File: config.mk
export PLATFORM = sky130hd
export DESIGN_NAME = serial_mul_pipe_flat
export DESIGN_NICKNAME = d
export VERILOG_FILES = /design/src/rtl/serial_mul_pipe_if.sv /design/src/rtl/serial_mul_pipe.sv /design/src/flat_wrapper.sv
export SDC_FILE = /design/constraint.sdc
export NUM_CORES = 1
export LEC_CHECK = 0
export ABC_AREA = 1
export BUFFER_PORTS_ARGS = -buffer_cell sky130_fd_sc_hd__buf_2
export CAP_MARGIN = 20
export CORE_MARGIN = 3
export CORE_UTILIZATION = 30
export CTS_CLUSTER_DIAMETER = 120
export DETAILED_ROUTE_END_ITERATION = 10
export PLACE_DENSITY = 0.55
export SYNTH_ARGS = -nofsm -noshare
export SYNTH_HDL_FRONTEND = slang
export SYNTH_SLANG_ARGS = --single-unit
File: constraint.sdc
create_clock -name clk -period 1.92 [get_ports clk]
set_input_delay 0 -clock clk [delete_from_list [all_inputs] [get_ports clk]]
set_output_delay 0 -clock clk [all_outputs]
set_load 0.1 [all_outputs]
File: src/rtl/serial_mul_pipe_if.sv
// Operand/product handshake bundle for serial_mul_pipe.
// master: operand source (drives in_valid/a/b); slave: the multiplier.
interface serial_mul_pipe_if #(
  parameter int unsigned AW = 8,
  parameter int unsigned BW = 8
);
  logic              in_valid;
  logic              in_ready;
  logic [AW-1:0]     a;
  logic [BW-1:0]     b;
  logic              out_valid;
  logic [AW+BW-1:0]  q;
  logic              busy;

  modport master (
    output in_valid, a, b,
    input  in_ready, out_valid, q, busy
  );

  modport slave (
    input  in_valid, a, b,
    output in_ready, out_valid, q, busy
  );
endinterface

File: src/rtl/serial_mul_pipe.sv
// Bit-serial multiplier: a is streamed LSB first through a chain of BW
// serial multiply-add cells against a parallel b, and the product bits are
// collected back into a parallel word. One product per PW+3 cycles.
// Optional build macro SERIAL_MUL_SIGNED_EN selects two's complement operands.
module serial_mul_pipe #(
  parameter int unsigned AW = 8,
  parameter int unsigned BW = 8
) (
  input logic               clk,
  input logic               rst,
  serial_mul_pipe_if.slave  bus
);

  localparam int unsigned PW = AW + BW;
  localparam int unsigned CW = $clog2(PW + 2);

  // Last counter value of RUN, and last value at which a product bit is collected.
  localparam logic [CW-1:0] CntLast = CW'(PW + 1);
  localparam logic [CW-1:0] CntCap  = CW'(PW);

`ifdef SERIAL_MUL_SIGNED_EN
  // The b-MSB cell subtracts: inverted partial product plus a preset carry.
  localparam logic [BW-1:0] CarryInit = {1'b1, {(BW-1){1'b0}}};
`else
  localparam logic [BW-1:0] CarryInit = '0;
`endif

  typedef enum logic [1:0] {StIdle, StRun, StDone} state_e;

  state_e          state_q, state_d;
  logic [CW-1:0]   cnt_q, cnt_d;
  logic [PW-1:0]   sh_q, sh_d;     // parallel-to-serial shifter for a
  logic [BW-1:0]   b_q, b_d;
  logic [BW-1:0]   s_q, s_d;       // per-cell sum registers
  logic [BW-1:0]   c_q, c_d;       // per-cell carry registers
  logic [PW-1:0]   sp_q, sp_d;     // serial-to-parallel product collector
  logic [PW-1:0]   q_q, q_d;

  logic            in_ready;
  logic            accept;
  logic [PW-1:0]   a_ext;
  logic [BW-1:0]   pp, s_in, cell_sum, cell_carry;

`ifdef SERIAL_MUL_SIGNED_EN
  assign a_ext = {{BW{bus.a[AW-1]}}, bus.a};
`else
  assign a_ext = {{BW{1'b0}}, bus.a};
`endif

  assign in_ready = (state_q != StRun);
  assign accept   = bus.in_valid & in_ready;

  // Serial cell chain: head (cell BW-1) takes sum_in = 0, cell 0 emits product bits.
  always_comb begin
    pp = {BW{sh_q[0]}} & b_q;
`ifdef SERIAL_MUL_SIGNED_EN
    pp[BW-1] = ~pp[BW-1];
`endif
    s_in       = {1'b0, s_q[BW-1:1]};
    cell_sum   = pp ^ s_in ^ c_q;
    cell_carry = (pp & s_in) | (pp & c_q) | (s_in & c_q);
  end

  // Next-state, datapath control and handshake outputs.
  always_comb begin
    state_d = state_q;
    cnt_d   = cnt_q;
    sh_d    = sh_q;
    b_d     = b_q;
    s_d     = s_q;
    c_d     = c_q;
    sp_d    = sp_q;
    q_d     = q_q;

    unique case (state_q)
      StIdle: ;
      StRun: begin
        sh_d = sh_q >> 1;
        s_d  = cell_sum;
        c_d  = cell_carry;
        // Bit t leaves cell 0 one edge after it is computed; collect for cnt 1..PW.
        if (cnt_q != '0 && cnt_q <= CntCap) begin
          sp_d = {s_q[0], sp_q[PW-1:1]};
        end
        if (cnt_q == CntLast) begin
          state_d = StDone;
          q_d     = sp_q;
        end else begin
          cnt_d = cnt_q + CW'(1);
        end
      end
      StDone: state_d = StIdle;
      default: state_d = StIdle;
    endcase

    // Accepting in DONE goes straight to RUN, giving back-to-back words.
    if (accept) begin
      state_d = StRun;
      cnt_d   = '0;
      sh_d    = a_ext;
      b_d     = bus.b;
      s_d     = '0;
      c_d     = CarryInit;
    end
  end

  // State and datapath registers, synchronous active-high reset.
  always_ff @(posedge clk) begin
    if (rst) begin
      state_q <= StIdle;
      cnt_q   <= '0;
      sh_q    <= '0;
      b_q     <= '0;
      s_q     <= '0;
      c_q     <= '0;
      sp_q    <= '0;
      q_q     <= '0;
    end else begin
      state_q <= state_d;
      cnt_q   <= cnt_d;
      sh_q    <= sh_d;
      b_q     <= b_d;
      s_q     <= s_d;
      c_q     <= c_d;
      sp_q    <= sp_d;
      q_q     <= q_d;
    end
  end

  assign bus.in_ready  = in_ready;
  assign bus.busy      = ~in_ready;
  assign bus.out_valid = (state_q == StDone);
  assign bus.q         = q_q;

endmodule

File: src/flat_wrapper.sv
// flat-port wrapper written by rule: the top's interface ports become plain ports
module serial_mul_pipe_flat 
#(
  parameter int unsigned AW = 8,
  parameter int unsigned BW = 8
)
  (clk, rst, bus_in_valid, bus_a, bus_b, bus_in_ready, bus_out_valid, bus_q, bus_busy);
  serial_mul_pipe_if #(.AW(AW), .BW(BW)) bus_i ();
  input logic clk;
  input logic rst;
  input wire logic [$bits(bus_i.in_valid)-1:0] bus_in_valid;
  input wire logic [$bits(bus_i.a)-1:0] bus_a;
  input wire logic [$bits(bus_i.b)-1:0] bus_b;
  output wire logic [$bits(bus_i.in_ready)-1:0] bus_in_ready;
  output wire logic [$bits(bus_i.out_valid)-1:0] bus_out_valid;
  output wire logic [$bits(bus_i.q)-1:0] bus_q;
  output wire logic [$bits(bus_i.busy)-1:0] bus_busy;
  assign bus_i.in_valid = bus_in_valid;
  assign bus_i.a = bus_a;
  assign bus_i.b = bus_b;
  assign bus_in_ready = bus_i.in_ready;
  assign bus_out_valid = bus_i.out_valid;
  assign bus_q = bus_i.q;
  assign bus_busy = bus_i.busy;
  serial_mul_pipe #(.AW(AW), .BW(BW)) u_core (.clk(clk), .rst(rst), .bus(bus_i));
endmodule
==> results_tabular.tex <==
\begin{tabular}{lr}
\hline
Metric & Value \\
\hline
\multicolumn{2}{l}{\textbf{Status}} \\
\quad Run status & completed \\
\multicolumn{2}{l}{\textbf{Clock tree}} \\
\quad CTS tree & built \\
\quad Number of gates given a new drive strength after cts & 0 \\
\quad Number of buffers added by the clock tree synthesis step & 9 \\
\quad Clock root buffer & sky130\_fd\_sc\_hd\_\_clkbuf\_8 \\
\quad Post-CTS setup repair buffer count & 0 \\
\quad Clock Sink Count & 71 \\
\quad H-tree depth & 3 \\
\quad Clock insertion delay at the later pin of the skew report & 0.35 ns \\
\quad Clock Pin Slew Worst Setup and Hold Paths & 0.08 ns \\
\quad Number of buffers on the longest clock path & 2 \\
\multicolumn{2}{l}{\textbf{Critical path}} \\
\quad Critical R2R Capture & u\_core.sp\_q[14]\$\_SDFFE\_PP0P\_ \\
\quad Beginning of the worst register-to-register path & u\_core.cnt\_q[0]\$\_SDFFE\_PP0P\_ \\
\quad Critical path capture point type & flip-flop \\
\quad CP most frequent cell & sky130\_fd\_sc\_hd\_\_nor2\_1 \\
\quad Startpoint kind of the worst setup timing path & flip-flop \\
\quad Critical path fanouts, max & 17 \\
\quad Data arrival at the endpoint of the critical path & 1.98 ns \\
\quad Critical Setup Path Class & reg2reg \\
\quad Max stage delay on crit path & 0.42 ns \\
\quad Cell at the slowest stage of the critical path & sky130\_fd\_sc\_hd\_\_dfxtp\_1 \\
\quad Number of cell instances on the worst register-to-register path & 7 \\
\quad Setup slack of the most critical reg-to-reg path & 0.23 ns \\
\quad Critical path, cell by cell & inv\_1, ha\_1, nand3\_4, nand2\_2, nor2\_4, nor2\_1, nor2\_1 \\
\quad Data required time of the critical path & 2.21 ns \\
\multicolumn{2}{l}{\textbf{Drt}} \\
\quad Routed via count & 2631 \\
\quad Average wire per standard cell & 10.80 um \\
\quad Post-detailed-route via-to-cell ratio & 4.320 \\
\quad ANT nets after route & 0 \\
\quad Detailed Route WL & 6.578 mm \\
\quad DRC violation count after routing & 0 \\
\quad Detailed router's first-iteration violation count & 135 \\
\quad First drt pass iteration count & 4 \\
\multicolumn{2}{l}{\textbf{Floorplanning}} \\
\quad Row count & 36 \\
\quad Die span in y & 108.7 um \\
\quad Chip width & 108.7 um \\
\quad Starting density of the core & 0.3163 \\
\quad Total core area & 10000 sq um \\
\quad Number of primary I/O pins & 38 \\
\quad Floorplan die area & 11810 sq um \\
\multicolumn{2}{l}{\textbf{GRT}} \\
\quad Maximum number of pins on one net before global-route repair & 48 \\
\quad First-pass GRT wire length & 11.42 mm \\
\quad Total Routing Usage GR & 0.1217 \\
\quad Initial antenna violation count & 0 \\
\quad Total gr overflow & 0 \\
\quad Number of global-route vias before repair & 2488 \\
\multicolumn{2}{l}{\textbf{STA}} \\
\quad Setup-violating endpoint count in the final report & 0 \\
\quad Tightest Pin Transition & 0.4960 ns \\
\quad Total negative slack & 0 ns \\
\quad Upper clock frequency limit & 590.6 MHz \\
\quad Final hold viol count & 0 \\
\quad Setup repair after global routing missed its margin & false \\
\quad Period Utilization, post-route & 0.8818 \\
\quad Slack of the critical path & 0.2269 ns \\
\quad Post-layout min period & 1.693 ns \\
\quad Worst-case clock skew & 0.01337 ns \\
\quad Max-Slew Margin vs Limit & 0.6690 \\
\quad Max-slew violation count & 0 \\
\multicolumn{2}{l}{\textbf{Placed design}} \\
\quad Weighted congestion reported at the end of routability-driven placement & 0.7446 \\
\quad Post-place setup slack & 0.1978 ns \\
\quad Half-perimeter wire length of the detailed placement result & 4.311 mm \\
\quad Placed Area & 3432 sq um \\
\quad Port bufs & 37 \\
\multicolumn{2}{l}{\textbf{Logic synthesis}} \\
\quad Dominant cells by area after synthesis & sky130\_fd\_sc\_hd\_\_dfxtp\_1 45\%, sky130\_fd\_sc\_hd\_\_nand2\_1 15\%, sky130\_fd\_sc\_hd\_\_nor2\_1 5.7\% \\
\quad Number of storage elements in the synthesis netlist & 71 \\
\quad Net count of the mapped netlist & 454 \\
\quad Summed instance area of the synthesized netlist & 3163 sq um \\
\quad Count of distinct cell types in the synthesized netlist & 23 \\
\quad Synthesized area per cell & 7.460 sq um \\
\quad Sequential-to-total area share from yosys stat & 0.4494 \\
\quad Post-synth top area share & 0.4494 \\
\quad Number of instances in the synthesized netlist & 424 \\
\quad Synthesis Warnings & 0 \\
\quad Post-synthesis cell type with the largest combined area & sky130\_fd\_sc\_hd\_\_dfxtp\_1 \\
\multicolumn{2}{l}{\textbf{Final layout}} \\
\quad Most frequent standard cell in the layout excluding fill and tap cells & sky130\_fd\_sc\_hd\_\_nand2\_1 \\
\quad Final Cell Area & 3789 sq um \\
\quad Antenna diode count & 0 \\
\quad Post-layout nets & 501 \\
\quad Share of cells above drive strength 1 & 0.1765 \\
\quad Post-synthesis to final-layout area growth & 19.78\% \\
\quad Highest-count cells in the layout ignoring fill and taps & 124 x sky130\_fd\_sc\_hd\_\_nand2\_1, 71 x sky130\_fd\_sc\_hd\_\_dfxtp\_1, 48 x sky130\_fd\_sc\_hd\_\_nor2\_1, 46 x sky130\_fd\_sc\_hd\_\_inv\_1, 36 x sky130\_fd\_sc\_hd\_\_buf\_2 \\
\multicolumn{2}{l}{\textbf{Power and ir drop}} \\
\quad Leakage power summed over all cells & 1.567 nW \\
\quad Pwr dens & 781.6 nW/um\^{}2 \\
\quad Internal power contribution & 0.002110 W \\
\quad Total Power & 0.002961 W \\
\quad Fraction of power spent switching nets & 0.2875 \\
\quad Sequential group share of total power & 0.520 \\
\quad Comb power frac & 0.096 \\
\quad Part of the power in the clock network & 0.384 \\
\quad Sw power & 0.0008512 W \\
\quad Peak supply drop & 0.0002843 V \\
\multicolumn{2}{l}{\textbf{Hold path}} \\
\quad Path class of the lowest-slack min-delay path & in2reg \\
\quad Worst Hold Path Cells & 4 \\
\quad Startpoint of the worst hold path & bus\_in\_valid \\
\quad Min-Delay Endpoint & u\_core.sh\_q[7]\$\_SDFFE\_PP0P\_ \\
\multicolumn{2}{l}{\textbf{Job}} \\
\quad Number of max-capacitance violations reported & 0 \\
\hline
\end{tabular}
[synthesized netlist by cell type]
cell                       number
sky130_fd_sc_hd__or2_2         14
sky130_fd_sc_hd__a21oi_2        1
sky130_fd_sc_hd__dfxtp_1       71
sky130_fd_sc_hd__nor2_2         2
sky130_fd_sc_hd__inv_2          2
sky130_fd_sc_hd__buf_6          3
sky130_fd_sc_hd__nor2_4         3
sky130_fd_sc_hd__xor2_1         1
sky130_fd_sc_hd__nand3_1       25
sky130_fd_sc_hd__buf_1          1
sky130_fd_sc_hd__buf_2          9
sky130_fd_sc_hd__buf_4          3
sky130_fd_sc_hd__o21ai_0        8
sky130_fd_sc_hd__nand2_1      124
sky130_fd_sc_hd__clkbuf_1       6
sky130_fd_sc_hd__nand2_2        3
sky130_fd_sc_hd__fa_1           7
sky130_fd_sc_hd__nand4_1       18
sky130_fd_sc_hd__ha_1           4
sky130_fd_sc_hd__inv_1         46
sky130_fd_sc_hd__nor2_1        48
sky130_fd_sc_hd__nand3_4        2
sky130_fd_sc_hd__a21oi_1       23
[metrics by stage]
stage                     hold WS [ns]    util  instances
final                          0.02460  0.3789        609
after global routing           0.04762  0.3789        609
after CTS                   0.00002107  0.3789        609
after detailed placement        0.2586  0.3432        576
after global placement          0.2499  0.3432        576
after floorplan                0.06907       -        424
[kinds of logic after synthesis]
group | after synthesis | synth area share
DFF | 71 | 0.4494
and+or+nand+nor | 239 | 0.3386
xor gates and xnor gates | 1 | 0.002769
AOI/OAI and AO/OA | 32 | 0.05182
buffers and inverters | 70 | 0.09731
adders and majority gates | 11 | 0.06013
[flip-flops by register name, summed over array words and instances (netlist names)]
| signal | flops |
|---|---|
| u_core.bus.q | 16 |
| u_core.sp_q | 16 |
| u_core.b_q | 8 |
| u_core.c_q | 8 |
| u_core.s_q | 8 |
| u_core.sh_q | 8 |
| u_core.cnt_q | 5 |
| u_core.state_q | 2 |
[layout make-up]
class                           instances  area [sq um]
Inverter                               48         180.2
Fill cell                            1024          6211
Sequential cell                        71          1421
Multi-Input combinational cell        283          1434
Tap cell                              133         166.4
Timing Repair Buffer                   58         400.4
Clock buffer                            9         123.9
Clock inverter                          7         62.56
[metal layers]
layer / GRT usage / up-vias / part of all wire
li1: - / 1408 / -
met1: 0.1621 / 1171 / 0.50
met2: 0.1906 / 48 / 0.45
met3: 0.03197 / 4 / 0.037
met4: 0.04328 / 0 / 0.010
met5: 0 / - / 0
[worst max-delay path: cells and delay by family (launching register included)]
kind | cells | cell delay [ns]
adder cells (fa/ha/maj) | 1 | 0.27
buffers and inverters | 1 | 0.09
flip-flops | 1 | 0.42
AND/OR/NAND/NOR | 5 | 0.85
[worst max path at each step]
stage / start / endpoint / slack (ns)
4_1_cts: u_core.cnt_q[0]$_SDFFE_PP0P_ / u_core.sp_q[14]$_SDFFE_PP0P_ / 0.20
3_3_place_gp: u_core.cnt_q[0]$_SDFFE_PP0P_ / u_core.sp_q[13]$_SDFFE_PP0P_ / 0.28
5_1_grt: u_core.state_q[1]$_SDFFE_PP0P_ / u_core.bus.q[3]$_SDFFE_PP0P_ / 0.008
3_5_place_dp: u_core.cnt_q[0]$_SDFFE_PP0P_ / u_core.sp_q[9]$_SDFFE_PP0P_ / 0.20
6_report: u_core.cnt_q[0]$_SDFFE_PP0P_ / u_core.sp_q[14]$_SDFFE_PP0P_ / 0.23
2_1_floorplan: u_core.state_q[1]$_SDFFE_PP0P_ / u_core.c_q[0]$_SDFFE_PP0P_ / 0.10
[power groups by stage]
stage	logic, W	registers [W]	clock network, W
finish	0.000284	0.00154	0.00114
global route	0.000320	0.00155	0.00126
global placement	0.000255	0.00158	0
floorplan	0.000198	0.00156	0
CTS	0.000286	0.00154	0.00118
detailed placement	0.000259	0.00158	0
[timing repair]
action,CTS,global route
hold buffers,17,0
endpoints found under the setup margin,0,0
endpoints found under the hold margin,18,0
Power figures use the tool's default switching activity.
